`config.mk`:
```
export PLATFORM = sky130hd
export DESIGN_NAME = grid_arbiter_flat
export DESIGN_NICKNAME = d
export VERILOG_FILES = /design/src/rtl/grid_arbiter_if.sv /design/src/rtl/grid_arbiter.sv /design/src/flat_wrapper.sv
export SDC_FILE = /design/constraint.sdc
export NUM_CORES = 1
export LEC_CHECK = 0
export BUFFER_PORTS_ARGS = -buffer_cell sky130_fd_sc_hd__buf_2
export CAP_MARGIN = 20
export CORE_AREA = 5 5 159 161
export CTS_BUF_LIST = sky130_fd_sc_hd__clkbuf_8
export DETAILED_ROUTE_END_ITERATION = 8
export DIE_AREA = 0 0 164 166
export PLACE_DENSITY_LB_ADDON = 0.05
export SLEW_MARGIN = 15
export SYNTH_ARGS = -nofsm -noshare
export SYNTH_HDL_FRONTEND = slang
export SYNTH_SLANG_ARGS = --single-unit
```
`constraint.sdc`:
```
create_clock -name clk -period 5.4 [get_ports clk]
set_input_delay 1.08 -clock clk [delete_from_list [all_inputs] [get_ports clk]]
set_output_delay 1.08 -clock clk [all_outputs]
set_load 0.02 [all_outputs]
```
`src/rtl/grid_arbiter_if.sv`:
```
// grid_arbiter_if: requester, result and grid-RAM signals of grid_arbiter.
//
// Handshake: requester i raises req[i] together with op/addr/wdata and holds
// them until it sees done[i]. The arbiter answers with gnt[i], which stays high
// for the whole service, then a one-cycle done[i] that carries rdata/claimed.
// The grid RAM answers mem_read with mem_dout one cycle later; mem_write
// commits mem_din to mem_addr at the clock edge that samples it.
interface grid_arbiter_if #(
    parameter int NREQ   = 4,
    parameter int ADDR_W = 32,
    parameter int DATA_W = 32
);
    logic [NREQ-1:0]        req;
    logic [2*NREQ-1:0]      op;
    logic [ADDR_W*NREQ-1:0] addr;
    logic [DATA_W*NREQ-1:0] wdata;
    logic [NREQ-1:0]        gnt;
    logic [NREQ-1:0]        done;
    logic [DATA_W-1:0]      rdata;
    logic                   claimed;
    logic                   mem_read;
    logic                   mem_write;
    logic [ADDR_W-1:0]      mem_addr;
    logic [DATA_W-1:0]      mem_din;
    logic [DATA_W-1:0]      mem_dout;
    // Arbiter FSM state: 0 IDLE, 1 RD, 2 CHK, 3 WR, 4 DONE
    logic [2:0]             dbg_state;

    modport slave (
        input  req, op, addr, wdata, mem_dout,
        output gnt, done, rdata, claimed,
        output mem_read, mem_write, mem_addr, mem_din, dbg_state
    );

    modport master (
        output req, op, addr, wdata, mem_dout,
        input  gnt, done, rdata, claimed,
        input  mem_read, mem_write, mem_addr, mem_din, dbg_state
    );
endinterface

```
`src/rtl/grid_arbiter.sv`:
```
// grid_arbiter: round-robin arbiter that serialises read / write / claim
// transactions from NREQ requesters onto one grid RAM. A claim is an atomic
// read-test-write: the cell is taken only if it currently holds all ones.
//
// Optional feature: define GRID_ARB_BOUNDS_EN to reject addresses
// >= GRID_CELLS without touching memory (rdata = all ones, claimed = 0).
//
// Timing from the acceptance edge: write done +2, read done +3, claim done +4,
// rejected address done +2. done rises on the edge that leaves DONE.
module grid_arbiter #(
    parameter int NREQ       = 4,
    parameter int ADDR_W     = 32,
    parameter int DATA_W     = 32,
    parameter int GRID_CELLS = 144
) (
    input  logic          clk,
    input  logic          reset,
    grid_arbiter_if.slave bus
);
    localparam int IDX_W = (NREQ > 1) ? $clog2(NREQ) : 1;
    localparam logic [1:0] OP_WRITE = 2'd1;
    localparam logic [1:0] OP_CLAIM = 2'd2;

    typedef enum logic [2:0] {
        S_IDLE = 3'd0,
        S_RD   = 3'd1,
        S_CHK  = 3'd2,
        S_WR   = 3'd3,
        S_DONE = 3'd4
    } state_t;

    state_t              r_state;
    logic [IDX_W-1:0]    r_rr_ptr;
    logic [1:0]          r_op;
    logic [DATA_W-1:0]   r_wdata;
    logic [NREQ-1:0]     r_gnt;
    logic [NREQ-1:0]     r_done;
    logic [DATA_W-1:0]   r_rdata;
    logic                r_claimed;
    logic                r_mem_read;
    logic                r_mem_write;
    logic [ADDR_W-1:0]   r_mem_addr;
    logic [DATA_W-1:0]   r_mem_din;

    logic                w_any;
    logic [IDX_W-1:0]    w_sel;
    logic [IDX_W-1:0]    w_cand;
    logic [1:0]          w_sel_op;
    logic [ADDR_W-1:0]   w_sel_addr;
    logic [DATA_W-1:0]   w_sel_wdata;
    logic                w_oob;

    // Round-robin pick: scan from r_rr_ptr upward; the descending loop lets
    // the nearest candidate after the pointer overwrite farther ones.
    always_comb begin
        w_any  = 1'b0;
        w_sel  = '0;
        w_cand = '0;
        for (int k = NREQ - 1; k >= 0; k--) begin
            w_cand = IDX_W'((int'(r_rr_ptr) + k) % NREQ);
            if (bus.req[w_cand]) begin
                w_any = 1'b1;
                w_sel = w_cand;
            end
        end
    end

    // Fetch the selected requester's opcode, address and value.
    always_comb begin
        w_sel_op    = '0;
        w_sel_addr  = '0;
        w_sel_wdata = '0;
        for (int k = 0; k < NREQ; k++) begin
            if (w_sel == IDX_W'(k)) begin
                w_sel_op    = bus.op[2*k +: 2];
                w_sel_addr  = bus.addr[ADDR_W*k +: ADDR_W];
                w_sel_wdata = bus.wdata[DATA_W*k +: DATA_W];
            end
        end
    end

`ifdef GRID_ARB_BOUNDS_EN
    assign w_oob = (w_sel_addr >= ADDR_W'(GRID_CELLS));
`else
    // Without the bounds option every address goes to the RAM as given.
    logic w_unused_cells;
    assign w_unused_cells = (GRID_CELLS != 0);
    assign w_oob          = 1'b0;
`endif

    // Arbiter FSM; every output is a register updated here. The WR state is
    // the write slot of a write or claim; it also serves as the dead cycle
    // for an occupied claim or a rejected address so latencies stay fixed.
    always_ff @(posedge clk or posedge reset) begin
        if (reset) begin
            r_state     <= S_IDLE;
            r_rr_ptr    <= '0;
            r_op        <= '0;
            r_wdata     <= '0;
            r_gnt       <= '0;
            r_done      <= '0;
            r_rdata     <= '0;
            r_claimed   <= 1'b0;
            r_mem_read  <= 1'b0;
            r_mem_write <= 1'b0;
            r_mem_addr  <= '0;
            r_mem_din   <= '0;
        end else begin
            r_done <= '0;
            case (r_state)
                S_IDLE: begin
                    if (w_any) begin
                        r_gnt      <= NREQ'(1) << w_sel;
                        r_op       <= w_sel_op;
                        r_wdata    <= w_sel_wdata;
                        r_claimed  <= 1'b0;
                        r_mem_addr <= w_sel_addr;
                        r_rr_ptr   <= (w_sel == IDX_W'(NREQ - 1)) ? '0 : w_sel + 1'b1;
                        if (w_oob) begin
                            r_rdata <= '1;
                            r_state <= S_WR;
                        end else if (w_sel_op == OP_WRITE) begin
                            r_mem_write <= 1'b1;
                            r_mem_din   <= w_sel_wdata;
                            r_state     <= S_WR;
                        end else begin
                            // read, claim and the reserved opcode all start with a read
                            r_mem_read <= 1'b1;
                            r_state    <= S_RD;
                        end
                    end
                end
                S_RD: begin
                    r_mem_read <= 1'b0;
                    r_state    <= S_CHK;
                end
                S_CHK: begin
                    // mem_dout holds the cell this cycle
                    r_rdata <= bus.mem_dout;
                    if (r_op == OP_CLAIM) begin
                        if (bus.mem_dout == '1) begin
                            r_mem_write <= 1'b1;
                            r_mem_din   <= r_wdata;
                            r_claimed   <= 1'b1;
                        end
                        r_state <= S_WR;
                    end else begin
                        r_state <= S_DONE;
                    end
                end
                S_WR: begin
                    r_mem_write <= 1'b0;
                    r_state     <= S_DONE;
                end
                S_DONE: begin
                    r_done  <= r_gnt;
                    r_gnt   <= '0;
                    r_state <= S_IDLE;
                end
                default: r_state <= S_IDLE;
            endcase
        end
    end

    assign bus.gnt       = r_gnt;
    assign bus.done      = r_done;
    assign bus.rdata     = r_rdata;
    assign bus.claimed   = r_claimed;
    assign bus.mem_read  = r_mem_read;
    assign bus.mem_write = r_mem_write;
    assign bus.mem_addr  = r_mem_addr;
    assign bus.mem_din   = r_mem_din;
    assign bus.dbg_state = r_state;
endmodule

```
`src/flat_wrapper.sv`:
```
// flat-port wrapper written by rule: the top's interface ports become plain ports
module grid_arbiter_flat 
#(
    parameter int NREQ       = 4,
    parameter int ADDR_W     = 32,
    parameter int DATA_W     = 32,
    parameter int GRID_CELLS = 144
)
  (clk, reset, bus_req, bus_op, bus_addr, bus_wdata, bus_mem_dout, bus_gnt, bus_done, bus_rdata, bus_claimed, bus_mem_read, bus_mem_write, bus_mem_addr, bus_mem_din, bus_dbg_state);
  grid_arbiter_if #(.NREQ(NREQ), .ADDR_W(ADDR_W), .DATA_W(DATA_W)) bus_i ();
  input  logic clk;
  input  logic reset;
  input wire logic [$bits(bus_i.req)-1:0] bus_req;
  input wire logic [$bits(bus_i.op)-1:0] bus_op;
  input wire logic [$bits(bus_i.addr)-1:0] bus_addr;
  input wire logic [$bits(bus_i.wdata)-1:0] bus_wdata;
  input wire logic [$bits(bus_i.mem_dout)-1:0] bus_mem_dout;
  output wire logic [$bits(bus_i.gnt)-1:0] bus_gnt;
  output wire logic [$bits(bus_i.done)-1:0] bus_done;
  output wire logic [$bits(bus_i.rdata)-1:0] bus_rdata;
  output wire logic [$bits(bus_i.claimed)-1:0] bus_claimed;
  output wire logic [$bits(bus_i.mem_read)-1:0] bus_mem_read;
  output wire logic [$bits(bus_i.mem_write)-1:0] bus_mem_write;
  output wire logic [$bits(bus_i.mem_addr)-1:0] bus_mem_addr;
  output wire logic [$bits(bus_i.mem_din)-1:0] bus_mem_din;
  output wire logic [$bits(bus_i.dbg_state)-1:0] bus_dbg_state;
  assign bus_i.req = bus_req;
  assign bus_i.op = bus_op;
  assign bus_i.addr = bus_addr;
  assign bus_i.wdata = bus_wdata;
  assign bus_i.mem_dout = bus_mem_dout;
  assign bus_gnt = bus_i.gnt;
  assign bus_done = bus_i.done;
  assign bus_rdata = bus_i.rdata;
  assign bus_claimed = bus_i.claimed;
  assign bus_mem_read = bus_i.mem_read;
  assign bus_mem_write = bus_i.mem_write;
  assign bus_mem_addr = bus_i.mem_addr;
  assign bus_mem_din = bus_i.mem_din;
  assign bus_dbg_state = bus_i.dbg_state;
  grid_arbiter #(.NREQ(NREQ), .ADDR_W(ADDR_W), .DATA_W(DATA_W), .GRID_CELLS(GRID_CELLS)) u_core (.clk(clk), .reset(reset), .bus(bus_i));
endmodule
```
== After elaboration in Yosys (flattened, before gate mapping) ==
Cells that the tools add are included.
Storage, ports and cells
  register bits: 146
  input port bits: 302
  output and inout port bits: 110
Cells by class
  add/sub/neg operators: 4
  $lt $le $gt $ge: 4
  eq/ne operators: 15
  shifts and indexed selects: 1
  mux-type cells: 51
  reduce and logical (&&, ||, !) cells: 12
Operators with widths (count)
  $mux 32: 12
  $pmux 32 s2: 1
  $eq 32x32->1 const B: 1
  $mux 2: 10
  $mux 1: 15
  $lt 2x3->1 const B: 4
  $pmux 3 s4: 1
  $reduce_and 5->1: 2
  $bmux 1 s2: 4
  $mux 4: 2
  $ne 2x1->1 const B: 4
  $pmux 4 s2: 1
  $eq 2x2->1 const B: 3
  $eq 3x2->1 const B: 2
  $mux 3: 2
  $reduce_bool 2->1: 3
  $add 2x1->2 const B: 2
  $add 2x2->2 const B: 2
  $eq 2x1->1 const B: 2
  $pmux 1 s2: 2
  $reduce_and 2->1: 2
  $reduce_and 4->1: 1
  $shl 1x2->4 const A: 1
  $eq 3x1->1 const B: 1
  other kinds (7): 7

== Depth between registers and ports, before layout ==
Gate-level depths: netlist of run 1.
  depth after elaboration: 16
  gate-level depth with buffers: 14
  mapped depth without buffers: 10

== Least setup slack after synthesis of run 1 ==
No wires, ideal clock.
  path type: input to register
  from: input bus_req[2]
  to: register u_core.r_mem_din[10], in the netlist u_core.bus.mem_din[10]
  arrival: 3594 ps
  required time: 5273 ps
  slack: 1679 ps
  stages: 13
  cell sequence: mux2i_1 > nor2_1 > nor3_1 > inv_1 > ha_1 > buf_2 > or2_1 > buf_2 > a221oi_2 > o211ai_2 > a211oi_4 > buf_6 > mux2_1
Between the ends
  word-level cells in the longest chain between the ends: 14
  elaborated cells between the ends (all ways): 35
  those cells by class: 6 x eq/ne; 27 x mux; 2 x reduce/logical
RTL lines
  start: declaration: line flat_wrapper.sv:13  | input wire logic [$bits(bus_i.req)-1:0] bus_req;
  $bmux 1 s2: line grid_arbiter.sv:61  | if (bus.req[w_cand]) begin
  $mux 1 (not written as such): line grid_arbiter.sv:61
  $mux 2 (4 in series): line grid_arbiter.sv:61
  $logic_not 2->1: line grid_arbiter.sv:74  | if (w_sel == IDX_W'(k)) begin
  $mux 2 or $mux 32 (tied branches) (4 in series): line grid_arbiter.sv:74
  $eq 2x1->1 or $mux 32 (tied branches): line grid_arbiter.sv:122  | end else if (w_sel_op == OP_WRITE) begin
  $ne 2x1->1 (no line) or $mux 32 (tied branches)
  $reduce_and 5->1 (no line) or $pmux 32 s2 (tied branches)
  end signal: assignment: line grid_arbiter.sv:124  | r_mem_din <= w_sel_wdata;
  end signal: assignment: line grid_arbiter.sv:143  | r_mem_din <= r_wdata;
  end: declaration: line grid_arbiter.sv:43  | logic [DATA_W-1:0] r_mem_din;
Parallel ways exist; a longest one is shown, timed or not. The select of a mux whose other input is x is not followed.
A chain may end at the register's enable or synchronous reset.

== Worst setup path in the final report of run 1 ==
  from: input bus_req[0]
  to: register u_core.r_mem_din[30], in the netlist u_core.bus.mem_din[30]
Same word-level chain as after synthesis.

==> metrics.cfg, run 1 <==
[die]
fp-row-count=57
io_pins=412
core_sq_um=23800
die_y_um=166
fp.dieW_um=164
die_area_sq_um=27200
start_util_pct=31.6

[detailed_routing]
post-route-drc-count=0
dr.pass1.iters=4
dr_wl_met2_um=12800
drtAntennaViolNets=0
topRoutingLayerUsed=met5
viasPerCell=4.90
met3_length_um=2070
initialDrtViolationCount=348
drt-total-wl_um=26100
via_count=7023
drt-met1-wl_um=10900
avgRoutedWirePerCell_um=18.2

[logic_synthesis]
synth_most_common_cell=dfrtp_1
ys_top_cells_by_count=dfrtp_1 (146), mux2_2 (101), nor2_1 (73)
synthAdderAreaFrac_pct=0.664
async_flop_share_pct=100
synthSimpleGateAreaFrac_pct=10.5
synth_compound_area_share_pct=16.7
synth-seq-cells=146
ys_seq_area_share_pct=48.5
synth_top_family_by_area=multiplexers
avgSynthCellArea_sq_um=10.5
yosysTopAreaCellShare_pct=48.5
synth-edff-count=0
synth.mux.area_fraction_pct=19.6
synth_area_sq_um=7540
synth_nets=1021
yosys.area.top_type=dfrtp_1
postSynthCellCount=715
ys.flop_type=dfrtp_1
ys_types=42
synth_warnings=0
synth_xor_area_share_pct=0
synthTopCellsByArea=dfrtp_1 (48%), mux2_2 (15%), a221oi_1 (7.3%)

[cts]
post_cts_resize_count=0
cts_hold_buffers=0
clock_path_buffers=2
h-tree-depth=4
clock_sinks=146
cts_inserted_buffers=17
cts_tree=yes
post_cts_buffers=0
clk_latency_ns=0.46
cts.clk_slew.worst_paths_ns=0.09
clockRootBuffer=clkbuf_8

[pwr]
pwr-share-comb_pct=57.1
p_switching_w=0.00289
ir_drop_uv=236
power_frac_seq_pct=29.3
cell_internal_pwr_w=0.00361
totalPowerFinal_w=0.00650
p_per_area_nw_per_um2=633
switching_share_pct=44.5
p_leak_nw=4.95
clkPwrFrac_pct=13.7

[critical_path]
reg2reg_depth=10
r2r-end=u_core.bus.mem_din[30]
worstPathMaxFanout=34
cpPeakStageDelay_ns=0.78
critPathCapture=u_core.bus.mem_din[30]
rrSetupSlack_ns=1.49
critPathRequiredTime_ns=5.73
path_buf_inv=3
crit_family=compound AO/OA/AOI/OAI gates
slowest_stage=nor2b_4
critical_path_class=primary input to flip-flop
crit_cells=12
end_kind=flip-flop
crit_chain=buf_2, a21oi_1, o21a_1, o22a_1, inv_1, ha_2, nor2b_4, a221o_1, o211ai_2, a211oi_4, buf_4, mux2_2
r2r-start=u_core.r_rr_ptr[1]
startpoint=bus_req[0]
cp.arrival_ns=4.49
critPathLaunchType=primary input

[placement]
dp_hpwl_um=19800
io_buffer_count=411
gp_congestion=0.813
dp_slack_ns=0.699

[sta]
skew_ns=0.0218
period_needed_ns=4.15
maxSlewViolCount=0
setup_viol=0
max_slew_margin_pct=34.2
setup_tns_ns=0
worstMarginPinSlew_ns=0.987
hold_viol=0
rsz0062_at_grt=false
timing.final.ws_setup_ns=1.25
max_freq_mhz=241
finalCritPeriodShare_pct=76.9

[layout]
syn_to_final_growth_pct=36.3
drive_above_1_share_pct=51.2
nets=1401
fillCellCount=2457
final_util_pct=43.1

[grt]
grt_pass1_vias=7236
grt_max_degree=85
globalRouteOverflowTotal=0
grt_use_total_pct=18.7
grt_pass1_wl_um=40300
antenna_found_initial=6

[worst_hold_path]
min_path_type=flip-flop to flip-flop
hp-start=u_core.r_op[0]

[outcome]
outcome=finished, final reports clean

[flow_run]
cap_viol_max_count=0

## power groups by stage
stage / logic (W) / clock network [W] / registers (W)
final: 0.00371 / 0.000887 / 0.00190
after global routing: 0.00411 / 0.000971 / 0.00198
after CTS: 0.00380 / 0.000924 / 0.00191
after detailed placement: 0.00379 / 0 / 0.00193
after global placement: 0.00376 / 0 / 0.00191
after floorplan: 0.00221 / 0 / 0.00236
## metrics by stage
stage | hold WS, ns | cells | area (sq um)
after floorplan | 0.441 | 715 | 7540
after global placement | 0.454 | 1400 | 9860
after detailed placement | 0.461 | 1400 | 9860
after CTS | 0.482 | 1432 | 10300
after global routing | 0.508 | 1434 | 10300
final | 0.476 | 1434 | 10300
## registers in the layout (all words and copies together), names as in the netlist
register / flops
u_core.r_rr_ptr: 2
u_core.r_op: 2
u_core.bus.mem_read: 1
u_core.bus.gnt: 4
u_core.bus.mem_addr: 32
u_core.r_wdata: 32
u_core.bus.rdata: 32
u_core.bus.mem_write: 1
u_core.bus.claimed: 1
u_core.bus.dbg_state: 3
u_core.bus.done: 4
u_core.bus.mem_din: 32
## worst min-delay path by stage
stage / to / slack (ns) / cells past startpoint
after detailed placement: u_core.bus.mem_write / 0.46 / 1
after floorplan: u_core.r_op[0] / 0.44 / 2
after global routing: u_core.bus.mem_addr[18] / 0.51 / 2
after CTS: u_core.bus.mem_write / 0.48 / 1
after global placement: u_core.r_op[0] / 0.45 / 2
final: u_core.r_op[0] / 0.48 / 2
## worst register-to-register path, stage by stage (launching register included)
cell and delay [ns]:
dfrtp_1 0.46, mux2i_1 0.21, nor2_1 0.05, nor3_1 0.49
ha_2 0.65, nor2b_4 0.29, a221oi_2 0.35, o211ai_2 0.18
a211oi_4 0.25, buf_4 0.45, mux2_2 0.42
## logic make-up (layout without fill, tap and decap cells)
family,count (synthesis),count (layout)
AOI/OAI and AO/OA,182,182
DFF,146,146
and+or+nand+nor,181,181
adders and majority gates,4,4
muxes,131,131
buffers and inverters,71,464
other,0,2
## layout by cell type, fill, tap and decap left out, types with 2 or more instances in the layout
master / Yosys / final
inv_1: 5 / 4
mux2_1: 29 / 29
ha_2: 0 / 2
o22ai_1: 32 / 32
o22a_1: 2 / 2
clkbuf_8: 0 / 18
nand2_1: 43 / 42
and3_1: 4 / 4
ha_1: 4 / 2
o21ai_0: 36 / 36
a21oi_1: 36 / 36
inv_8: 0 / 4
nor2_1: 73 / 72
mux2_2: 101 / 101
buf_4: 0 / 14
nor4_1: 2 / 2
dfrtp_1: 146 / 146
inv_6: 0 / 6
clkinvlp_4: 0 / 2
diode_2: 0 / 2
clkinv_1: 2 / 2
nand4_1: 8 / 8
nand2b_1: 6 / 6
a221oi_1: 63 / 63
nor3_1: 34 / 34
buf_2: 11 / 411
nand3_1: 6 / 6
## cell type report
| class | count | area, sq um | area share [%] |
|---|---|---|---|
| timing repair buffer | 425 | 2160 | 21.1 |
| multi-input combinational | 498 | 3610 | 35.1 |
| antenna | 2 | 5.00 | 0.0487 |
| sequential | 146 | 3650 | 35.6 |
| inverter | 7 | 31.3 | 0.305 |
| clock buffer | 18 | 248 | 2.41 |
| tap | 324 | 405 | 3.95 |
| clock inverter | 14 | 159 | 1.55 |
## metal layers
layer  vias to the layer above  global-route usage, %
met3                        27                   5.76
met2                       257                   32.1
li1                       3436                      -
met1                      3295                   23.0
met4                         8                   4.41
met5                         -                      0
No activity file was read; power rests on OpenSTA's default activity.
==> run 2, diff against run 1 <==
Clock period 5.4 ns to 3.88 ns, I/O delays scaled along.
==> metrics.cfg, run 2 (synthesis gave the netlist of run 1 again) <==
[die]
die_y_um=166
core_sq_um=23800
fp.dieW_um=164
start_util_pct=31.6
die_area_sq_um=27200
fp-row-count=57
io_pins=412

[detailed_routing]
viasPerCell=4.94
post-route-drc-count=0
drtAntennaViolNets=0
via_count=7120
drt-total-wl_um=26700
dr.pass1.iters=5
avgRoutedWirePerCell_um=18.5
initialDrtViolationCount=322

[placement]
io_buffer_count=411
gp_congestion=0.820
dp_hpwl_um=20500
placed_cells=1406

[pwr]
p_per_area_nw_per_um2=881
p_leak_nw=4.99
ir_drop_uv=347
totalPowerFinal_w=0.00913

[cts]
h-tree-depth=4
clock_path_buffers=2
cts_hold_buffers=0
cts_inserted_buffers=17
clock_sinks=146
clockRootBuffer=clkbuf_8
post_cts_resize_count=0
clk_latency_ns=0.44
post_cts_buffers=0
cts.clk_slew.worst_paths_ns=0.09
cts_tree=yes

[layout]
final_util_pct=43.5
fillCellCount=2492
mostFrequentLayoutCells=buf_2 (411), dfrtp_1 (146), mux2_2 (101)
final_cells=1442
mostFrequentLayoutCell=buf_2
drive_above_1_share_pct=51.4
syn_to_final_growth_pct=37.4
multi_input_area_sq_um=3610
seqCellArea_sq_um=3650
nets=1407

[sta]
period_needed_ns=3.09
setup_viol=0
rsz0062_at_grt=false
hold_viol=0
finalCritPeriodShare_pct=79.7
setup_tns_ns=0
maxSlewViolCount=0
max_freq_mhz=323
worstMarginPinSlew_ns=0.897
max_slew_margin_pct=40.2
skew_ns=0.0141

[critical_path]
critical_path_class=flip-flop to flip-flop
worstPathMaxFanout=35
critPathRequiredTime_ns=4.20
cp.arrival_ns=3.42
end_kind=flip-flop
critPathLaunchType=flip-flop

[grt]
globalRouteOverflowTotal=0
grt_pass1_vias=7094
grt_max_degree=147
antenna_found_initial=10
grt_use_total_pct=18.8
grt_pass1_wl_um=40100

[flow_run]
cap_viol_max_count=0

[worst_hold_path]
min_path_type=flip-flop to flip-flop

[outcome]
outcome=finished, final reports clean

run 2: worst max-delay path, cell delays in order (launching register included):
cell	delay, ns
dfrtp_1	0.45
a21oi_1	0.17
o21a_1	0.12
o22a_1	0.18
ha_1	0.18
buf_4	0.36
nand2b_1	0.18
o22ai_1	0.25
o211ai_2	0.16
a211oi_4	0.33
buf_12	0.23
mux2_1	0.34
run 2: final timing paths:
path	start	endpoint	slack (ns)	cells after the start
max in group asynchronous	reset	u_core.bus.mem_addr[29]	2.69	3
worst max-delay path	u_core.r_rr_ptr[1]	u_core.bus.mem_din[17]	0.79	11
worst min-delay path	u_core.r_op[0]	u_core.r_op[0]	0.48	2
min in group asynchronous	reset	u_core.bus.mem_addr[15]	0.52	3
worst max register to register	u_core.r_rr_ptr[1]	u_core.bus.mem_din[17]	0.79	11
worst min register to register	u_core.r_op[0]	u_core.r_op[0]	0.48	2
run 2: final cells by class:
cell class | instances | share of cell area [%]
flip-flops and latches | 146 | 35.3
multi-input cells | 498 | 34.8
repair buffers | 431 | 21.7
well taps | 324 | 3.91
clock buffers | 18 | 2.39
clock inverters | 14 | 1.55
inverters | 7 | 0.290
diodes | 4 | 0.0966
run 2: per-stage QoR:
step	worst slack [ns]	area, sq um	hold slack (ns)
after floorplan	0.463	7540	0.441
after global placement	0.381	9940	0.459
after detailed placement	0.321	9940	0.462
after CTS	0.730	10300	0.483
after global routing	0.483	10400	0.503
final	0.788	10400	0.477
run 2: power breakdown:
group          internal [W]  switching, W  total (W)
clock network      0.000557      0.000667    0.00122
logic               0.00226       0.00300    0.00526
registers           0.00228      0.000365    0.00264
total               0.00510       0.00403    0.00913
run 2: metal layers:
metal,wire (um),vias to the layer above,track usage [%]
met5,80,-,0
met4,552,12,6.05
met3,2270,43,6.01
met2,12900,283,31.4
met1,10900,3329,23.1
li1,-,3453,-
==> run 3, diff against run 2 <==
Clock period 3.88 ns to 2.8 ns, I/O delays scaled along.
==> metrics.cfg, run 3 (synthesis gave the netlist of run 1 again) <==
[flow_run]
cap_viol_max_count=0

[sta]
period_needed_ns=2.86
finalCritPeriodShare_pct=102
timing.final.ws_setup_ns=-0.0578
max_freq_mhz=350
setup_tns_ns=-0.782
max_slew_margin_pct=36.7
skew_ns=0.0185
rsz0062_at_grt=true
hold_viol=0
worstMarginPinSlew_ns=0.942
maxSlewViolCount=0
holdWs_ns=0.193
setup_viol=27

[detailed_routing]
drtAntennaViolNets=0
viasPerCell=4.91
initialDrtViolationCount=237
post-route-drc-count=0
avgRoutedWirePerCell_um=18.2
via_count=7215
drt-total-wl_um=26800
dr.pass1.iters=4

[layout]
drive_above_1_share_pct=55.1
nets=1438
syn_to_final_growth_pct=44.5
mostFrequentLayoutCell=buf_2
seqCellArea_sq_um=3650
fillCellCount=2400
multi_input_area_sq_um=3750
mostFrequentLayoutCells=buf_2 (411), dfrtp_1 (146), mux2_2 (99)

[cts]
cts_tree=yes
cts_inserted_buffers=17
cts.clk_slew.worst_paths_ns=0.10
clock_path_buffers=2
clock_sinks=146
clockRootBuffer=clkbuf_8
h-tree-depth=4
clk_latency_ns=0.45

[worst_hold_path]
min_path_type=primary input to async pin

[grt]
grt_max_degree=65
antenna_found_initial=5
grt_use_total_pct=18.9
globalRouteOverflowTotal=0
grt_pass1_vias=7309
grt_pass1_wl_um=40300

[pwr]
ir_drop_uv=521
p_leak_nw=5.28
p_per_area_nw_per_um2=1260

[placement]
dp_hpwl_um=20900
gp_congestion=0.776
dp_slack_ns=-0.346
io_buffer_count=411

[die]
core_sq_um=23800
die_y_um=166
die_area_sq_um=27200
start_util_pct=31.6
fp-row-count=57
fp.dieW_um=164
io_pins=412

[critical_path]
end_kind=flip-flop
worstPathMaxFanout=12
critPathRequiredTime_ns=3.13
critPathLaunchType=flip-flop
cp.arrival_ns=3.19
critical_path_class=flip-flop to flip-flop

[outcome]
violations=negative setup slack
outcome=complete, but fails checks

-- run 3: worst paths after layout --
check / startpoint / to / slack (ns) / cells past startpoint
min in group clk: bus_mem_dout[16] / u_core.bus.rdata[16] / 0.35 / 2
max: u_core.r_rr_ptr[1] / u_core.bus.mem_din[29] / -0.06 / 13
min reg2reg: u_core.bus.mem_addr[25] / u_core.bus.mem_addr[25] / 0.48 / 2
max in group asynchronous: reset / u_core.bus.mem_addr[14] / 1.93 / 3
max reg2reg: u_core.r_rr_ptr[1] / u_core.bus.mem_din[29] / -0.06 / 13
min: reset / u_core.bus.mem_din[24] / 0.19 / 2
-- run 3: final cells by class --
class	count	area share (%)
Inverter	7	0.287
Tap cell	324	3.72
Sequential cell	146	33.5
Timing Repair Buffer	462	23.9
Antenna cell	1	0.0230
Clock inverter	15	1.94
Multi-Input combinational cell	498	34.4
Clock buffer	17	2.15
-- run 3: timing repair --
item,CTS,global route
resized for setup,18,16
gates cloned,2,0
setup endpoints to repair,31,37
hold buffers,0,0
pin swaps,1,0
setup buffers,7,2
-- run 3: worst max-delay path, cell delays in order, from the launching register on --
cell and delay (ns):
dfrtp_1 0.42, mux2i_1 0.20, nor2_1 0.07, nor3_2 0.19, inv_1 0.10, ha_2 0.20, buf_4 0.13, nand2b_1 0.16
o22a_1 0.22, o211ai_2 0.13, a211oi_4 0.28, buf_4 0.17, buf_12 0.15, mux2_2 0.33
-- run 3: metal layers --
metal  up-vias  track usage [%]  share of wire (%)
met3        39             5.76                8.3
met1      3371             22.4                 40
met2       293             33.1                 49
met4         8             5.25                1.8
li1       3504                -                  -
met5         -                0               0.20
-- run 3: per-stage QoR --
stage | total power, W | instance area (sq um) | util [%] | std cells
after floorplan | 0.00890 | 7590 | - | 715
after global placement | 0.0114 | 10200 | 42.7 | 1426
after detailed placement | 0.0114 | 10200 | 42.7 | 1426
after CTS | 0.0138 | 10800 | 45.4 | 1467
after global routing | 0.0148 | 10900 | 45.7 | 1470
final | 0.0138 | 10900 | 45.7 | 1470
-- run 3: report_power, final --
part | internal (W) | total [W] | switching (W)
Clock | 0.000927 | 0.00186 | 0.000936
Sequential | 0.00316 | 0.00366 | 0.000500
Combinational | 0.00385 | 0.00823 | 0.00439
Total | 0.00793 | 0.0138 | 0.00582
